$ cat src/rtl/spi_ram_if.sv
// Host command/response and SPI pin bundle for spi_ram_master.
// The master modport is the RAM controller side; slave is the host plus SPI device.
interface spi_ram_if;
  logic       cmd_valid;
  logic       cmd_ready;
  logic [1:0] cmd_op;
  logic [7:0] cmd_data;
  logic [7:0] rd_data;
  logic       rd_valid;
  logic       busy;
  logic       ss_n;
  logic       MOSI;
  logic       MISO;

  modport master (
    input  cmd_valid, cmd_op, cmd_data, MISO,
    output cmd_ready, rd_data, rd_valid, busy, ss_n, MOSI
  );

  modport slave (
    output cmd_valid, cmd_op, cmd_data, MISO,
    input  cmd_ready, rd_data, rd_valid, busy, ss_n, MOSI
  );
endinterface

$ cat src/rtl/spi_ram_master.sv
// SPI master for a byte RAM: 10-bit command frames, optional turnaround + 8-bit readback.
// Every output is a flop whose next value is derived from the next state.
module spi_ram_master #(
  parameter int unsigned TURN = 2,
  parameter int unsigned GAP  = 1
) (
  input  logic      clk,
  input  logic      rst,
  spi_ram_if.master bus
);

  typedef enum logic [2:0] {S_IDLE, S_SEND, S_TURN, S_RECV, S_GAP} state_t;

  localparam logic [3:0] SEND_LAST = 4'd9;
  localparam logic [3:0] TURN_LAST = (TURN == 0) ? 4'd0 : 4'(TURN - 1);
  localparam logic [3:0] RECV_LAST = 4'd7;
  localparam logic [3:0] GAP_LAST  = 4'(GAP - 1);

  state_t     state_q, state_d;
  logic [3:0] cnt_q, cnt_d;
  logic [9:0] tx_q, tx_d;
  logic       is_rd_q, is_rd_d;
  logic [7:0] rx_q, rx_d;
  logic [7:0] rd_data_q, rd_data_d;
  logic       rd_valid_q, rd_valid_d;
  logic       ss_n_q, ss_n_d;
  logic       mosi_q, mosi_d;
  logic       cmd_ready_q, cmd_ready_d;
  logic       busy_q, busy_d;

  always_comb begin
    state_d    = state_q;
    cnt_d      = cnt_q;
    tx_d       = tx_q;
    is_rd_d    = is_rd_q;
    rx_d       = rx_q;
    rd_data_d  = rd_data_q;
    rd_valid_d = 1'b0;

    case (state_q)
      S_IDLE: begin
        if (bus.cmd_valid && cmd_ready_q) begin
          state_d = S_SEND;
          cnt_d   = '0;
          tx_d    = {bus.cmd_op, bus.cmd_data};
          is_rd_d = (bus.cmd_op == 2'b11);
          rx_d    = '0;
        end
      end
      S_SEND: begin
        if (cnt_q == SEND_LAST) begin
          cnt_d = '0;
          if (!is_rd_q)       state_d = S_GAP;
          else if (TURN == 0) state_d = S_RECV;
          else                state_d = S_TURN;
        end else begin
          cnt_d = cnt_q + 4'd1;
          tx_d  = {tx_q[8:0], 1'b0};
        end
      end
      S_TURN: begin
        if (cnt_q == TURN_LAST) begin
          cnt_d   = '0;
          state_d = S_RECV;
        end else begin
          cnt_d = cnt_q + 4'd1;
        end
      end
      S_RECV: begin
        // MISO is only looked at here, so junk on the line elsewhere never reaches rd_data
        rx_d = {rx_q[6:0], bus.MISO};
        if (cnt_q == RECV_LAST) begin
          cnt_d      = '0;
          rd_data_d  = {rx_q[6:0], bus.MISO};
          rd_valid_d = 1'b1;
          state_d    = S_GAP;
        end else begin
          cnt_d = cnt_q + 4'd1;
        end
      end
      S_GAP: begin
        if (cnt_q == GAP_LAST) begin
          cnt_d   = '0;
          state_d = S_IDLE;
        end else begin
          cnt_d = cnt_q + 4'd1;
        end
      end
      default: begin
        state_d = S_IDLE;
        cnt_d   = '0;
      end
    endcase

    // Outputs registered from the next state so they line up with it
    ss_n_d      = !(state_d == S_SEND || state_d == S_TURN || state_d == S_RECV);
    mosi_d      = (state_d == S_SEND) ? tx_d[9] : 1'b0;
    cmd_ready_d = (state_d == S_IDLE);
    busy_d      = (state_d != S_IDLE);
  end

  always_ff @(posedge clk) begin
    if (rst) begin
      state_q     <= S_IDLE;
      cnt_q       <= '0;
      tx_q        <= '0;
      is_rd_q     <= 1'b0;
      rx_q        <= '0;
      rd_data_q   <= '0;
      rd_valid_q  <= 1'b0;
      ss_n_q      <= 1'b1;
      mosi_q      <= 1'b0;
      cmd_ready_q <= 1'b1;
      busy_q      <= 1'b0;
    end else begin
      state_q     <= state_d;
      cnt_q       <= cnt_d;
      tx_q        <= tx_d;
      is_rd_q     <= is_rd_d;
      rx_q        <= rx_d;
      rd_data_q   <= rd_data_d;
      rd_valid_q  <= rd_valid_d;
      ss_n_q      <= ss_n_d;
      mosi_q      <= mosi_d;
      cmd_ready_q <= cmd_ready_d;
      busy_q      <= busy_d;
    end
  end

  assign bus.cmd_ready = cmd_ready_q;
  assign bus.busy      = busy_q;
  assign bus.ss_n      = ss_n_q;
  assign bus.MOSI      = mosi_q;
  assign bus.rd_data   = rd_data_q;
  assign bus.rd_valid  = rd_valid_q;

endmodule
$ cat src/flat_wrapper.sv
// flat-port wrapper written by rule: the top's interface ports become plain ports
module spi_ram_master_flat 
#(
  parameter int unsigned TURN = 2,
  parameter int unsigned GAP  = 1
)
  (clk, rst, bus_cmd_valid, bus_cmd_op, bus_cmd_data, bus_MISO, bus_cmd_ready, bus_rd_data, bus_rd_valid, bus_busy, bus_ss_n, bus_MOSI);
  spi_ram_if bus_i ();
  input  logic clk;
  input  logic rst;
  input wire logic [$bits(bus_i.cmd_valid)-1:0] bus_cmd_valid;
  input wire logic [$bits(bus_i.cmd_op)-1:0] bus_cmd_op;
  input wire logic [$bits(bus_i.cmd_data)-1:0] bus_cmd_data;
  input wire logic [$bits(bus_i.MISO)-1:0] bus_MISO;
  output wire logic [$bits(bus_i.cmd_ready)-1:0] bus_cmd_ready;
  output wire logic [$bits(bus_i.rd_data)-1:0] bus_rd_data;
  output wire logic [$bits(bus_i.rd_valid)-1:0] bus_rd_valid;
  output wire logic [$bits(bus_i.busy)-1:0] bus_busy;
  output wire logic [$bits(bus_i.ss_n)-1:0] bus_ss_n;
  output wire logic [$bits(bus_i.MOSI)-1:0] bus_MOSI;
  assign bus_i.cmd_valid = bus_cmd_valid;
  assign bus_i.cmd_op = bus_cmd_op;
  assign bus_i.cmd_data = bus_cmd_data;
  assign bus_i.MISO = bus_MISO;
  assign bus_cmd_ready = bus_i.cmd_ready;
  assign bus_rd_data = bus_i.rd_data;
  assign bus_rd_valid = bus_i.rd_valid;
  assign bus_busy = bus_i.busy;
  assign bus_ss_n = bus_i.ss_n;
  assign bus_MOSI = bus_i.MOSI;
  spi_ram_master #(.TURN(TURN), .GAP(GAP)) u_core (.clk(clk), .rst(rst), .bus(bus_i));
endmodule
$ cat config.mk
export PLATFORM = sky130hd
export DESIGN_NAME = spi_ram_master_flat
export DESIGN_NICKNAME = d
export VERILOG_FILES = /design/src/rtl/spi_ram_if.sv /design/src/rtl/spi_ram_master.sv /design/src/flat_wrapper.sv
export SDC_FILE = /design/constraint.sdc
export NUM_CORES = 1
export LEC_CHECK = 0
export CORE_UTILIZATION = 53
export DETAILED_ROUTE_END_ITERATION = 16
export PLACE_DENSITY = 0.79
export SLEW_MARGIN = 10
export SYNTH_ARGS = -nofsm -noshare
export SYNTH_HDL_FRONTEND = slang
export SYNTH_SLANG_ARGS = --single-unit
$ cat constraint.sdc
create_clock -name clk -period 1.9 [get_ports clk]
set_input_delay 0.38 -clock clk [delete_from_list [all_inputs] [get_ports clk]]
set_output_delay 0.38 -clock clk [all_outputs]
set_load 0.01 [all_outputs]
==> flow_metrics.py, run 1 <==
metrics = {
    "synthesis": {
        "syn-num-nets": 200,
        "yosys_warnings": 0,
        "synth_top_area_share_pct": 43.4,
        "synthFlopType": "dfxtp_1",
        "netlist_instances": 183,
        "yosys.area.top_type": "dfxtp_1",
        "ys_types": 46,
        "synth_seq_area_share_pct": 43.4,
        "ys_seq_elements": 38,
        "synthTopCellsByArea": "dfxtp_1, a21oi_1, mux2i_1",
        "syn_area_sq_um": 1750,
        "synth_most_common_cell": "dfxtp_1",
        "ys_async_sr_fraction_pct": 0,
        "synth_edf_count": 0,
        "syn_avg_cell_area_sq_um": 9.58,
        "synth_commonest_cells": "dfxtp_1, nand2_1, a21oi_1",
    },
    "cells_and_area": {
        "diodes": 0,
        "drive_gt1_share_pct": 14.4,
        "final_cells": 253,
        "design_area_sq_um": 2080,
        "syn_to_final_growth_pct": 18.6,
        "nFillCells": 262,
        "nets": 225,
        "multi_input_area_sq_um": 887,
        "regArea_sq_um": 761,
    },
    "worst_setup_path": {
        "cp_cell_sequence": "clkdlybuf4s50_1",
        "crit_fanout": 5,
        "crit_buf_inv": 1,
        "cp-start-kind": "register",
        "cp_data_arrival_time_ns": 1.39,
        "ff2ff_path_depth": 4,
        "crit_slowest_cell": "clkdlybuf4s50_1",
        "path_class": "reg2out",
        "crit_family": "buffers and inverters",
        "r2r_start": "u_core.state_q[0]$_SDFF_PP0_",
        "worstReg2RegEnd": "u_core.tx_q[9]$_SDFF_PP0_",
        "cp_slowest_stage_delay_ns": 0.58,
        "cp-end-kind": "output port",
        "rrSetupSlack_ns": 0.20,
        "critical_path_required_ns": 1.52,
    },
    "floorplanning": {
        "start_util_pct": 56.5,
        "core-area_sq_um": 3100,
        "num_rows": 20,
        "die_h_microns": 59.5,
        "boundaryPins": 27,
        "die_w_microns": 59.5,
        "die_area_sq_um": 3540,
    },
    "place": {
        "dpl.cell_count": 245,
        "io_buffers": 26,
        "dp_hpwl_microns": 2490,
        "gp_congestion": 0.877,
        "dpl_cell_area_sq_um": 2020,
    },
    "grt": {
        "grt_pass1_wl_microns": 5780,
        "antenna_found_initial": 0,
        "track_usage_pct": 22.2,
        "grt_max_degree": 18,
        "grt_pass1_vias": 1326,
        "grt_overflow_total": 0,
    },
    "worst_hold_path": {
        "min_to": "u_core.tx_q[6]$_SDFFE_PP0P_",
        "hp-class": "reg2reg",
        "hold_path_depth": 2,
        "hp-start": "u_core.tx_q[6]$_SDFFE_PP0P_",
    },
    "detailed_routing": {
        "vias_per_cell": 5.66,
        "ant_nets": 0,
        "via_count": 1431,
        "first_pass_iters": 4,
        "route.detailed.drc": 0,
        "drt_iter0_markers": 82,
        "wl_microns": 3460,
        "wire_per_inst_microns": 13.7,
    },
    "power_and_ir_drop": {
        "p_leak_nw": 0.809,
        "ir_drop_mv": 0.450,
        "power.density_nw_per_um2": 726,
    },
    "sta": {
        "hold_viol": 0,
        "rsz0062_at_grt": "no",
        "slew_viol_final": 0,
        "slew-limit-headroom_pct": 62.1,
        "post-route-period-util_pct": 93.2,
        "finClkSkew_ns": 0.00449,
        "max_slew.worst_pin.slew_ns": 0.568,
        "fmax_ghz": 0.565,
        "setup_viol": 0,
        "fin_setup_tns_ns": 0,
        "period_needed_ns": 1.77,
    },
    "cts": {
        "post_cts_resized": 0,
        "cts_tree": "done",
        "cts_max_level": 2,
        "ctsHoldBuffers": 0,
        "cts-root-buf": "clkbuf_4",
        "cts_buffers": 5,
        "clk_latency_ns": 0.35,
        "clkTransAtPathRegs_ns": 0.11,
        "clockBufferDepth": 2,
        "cts_setup_buffers": 0,
        "clock-sinks": 38,
    },
    "flow_run": {
        "maxCapViolCount": 0,
    },
    "status": {
        "outcome": "finished, final reports clean",
    },
}
-- layer usage --
metal | up-vias | part of all wire [%] | global-route usage (%)
met2 | 40 | 49 | 37.6
li1 | 704 | - | -
met3 | 11 | 4.4 | 5.46
met4 | 0 | 2.4 | 11.0
met5 | - | 0 | 0
met1 | 676 | 44 | 26.1
-- cell families after synthesis --
logic type | synth area share, %
AO/OA/AOI/OAI | 19.7
adder cells (fa/ha/maj) | 2.14
flip-flops | 43.4
multiplexers | 4.57
buffers and inverters | 5.99
AND/OR/NAND/NOR | 24.2
-- sequential cells by signal, indices dropped and copies added (netlist names) --
name and count:
u_core.bus.ss_n 1, u_core.bus.rd_valid 1, u_core.is_rd_q 1, u_core.bus.MOSI 1, u_core.state_q 3, u_core.bus.rd_data 8
u_core.cnt_q 4, u_core.rx_q 7, u_core.bus.cmd_ready 1, u_core.tx_q 10, u_core.bus.busy 1
-- worst max-delay path by stage --
stage	from	endpoint	slack [ns]	cells after the start
finish	u_core.bus.cmd_ready$_SDFF_PP1_	bus_cmd_ready	0.13	1
global route	u_core.bus.cmd_ready$_SDFF_PP1_	bus_cmd_ready	0.09	1
CTS	u_core.bus.cmd_ready$_SDFF_PP1_	bus_cmd_ready	0.14	1
detailed placement	bus_cmd_valid	u_core.cnt_q[0]$_SDFFE_PP0P_	0.12	5
global placement	bus_cmd_valid	u_core.cnt_q[0]$_SDFFE_PP0P_	0.17	5
floorplan	u_core.cnt_q[0]$_SDFFE_PP0P_	u_core.cnt_q[2]$_SDFFE_PP0P_	0.48	6
-- final cells by class --
cell class / instances / share of cell area, %
repair buffers: 31 / 14.3
clock buffers: 6 / 2.47
multi-input cells: 128 / 42.7
inverters: 4 / 0.722
flip-flops and latches: 38 / 36.6
well taps: 44 / 2.65
clock inverters: 2 / 0.602
-- power breakdown --
part	switching, W	internal, W
registers	0.0000270	0.000827
clock network	0.000276	0.000178
logic	0.000102	0.0000998
-- through the flow --
step	power (W)	hold WS [ns]	utilization (%)	setup slack, ns
finish	0.00151	0.466	67.0	0.129
global route	0.00157	0.487	67.0	0.0864
CTS	0.00151	0.465	67.0	0.137
detailed placement	0.00107	0.449	65.0	0.122
global placement	0.00106	0.443	65.0	0.166
floorplan	0.000999	0.437	-	0.477
-- placed cells by master (no fill, tap or decap), types with 2 or more instances in the layout --
cell,instances
inv_1,4
and3b_1,2
ha_1,3
a22oi_1,10
nor2_1,16
nand2_1,21
clkdlybuf4s50_1,26
dfxtp_1,38
o32ai_1,2
a21oi_1,20
buf_4,5
clkbuf_4,5
mux2i_1,8
a31oi_1,2
nand2b_1,2
nand3_1,11
nand3b_1,4
Note: power is estimated with default switching activity, not from simulation.
==> inputs of run 2 (changes only) <==
--- a/config.mk
+++ b/config.mk
@@ -8,6 +8,7 @@
 export CORE_UTILIZATION = 53
 export DETAILED_ROUTE_END_ITERATION = 16
 export PLACE_DENSITY = 0.79
+export SKIP_LAST_GASP = 1
 export SLEW_MARGIN = 10
 export SYNTH_ARGS = -nofsm -noshare
 export SYNTH_HDL_FRONTEND = slang
==> results of run 2 <==
No change in the layout: final DEF, timing and power equal those of run 1.
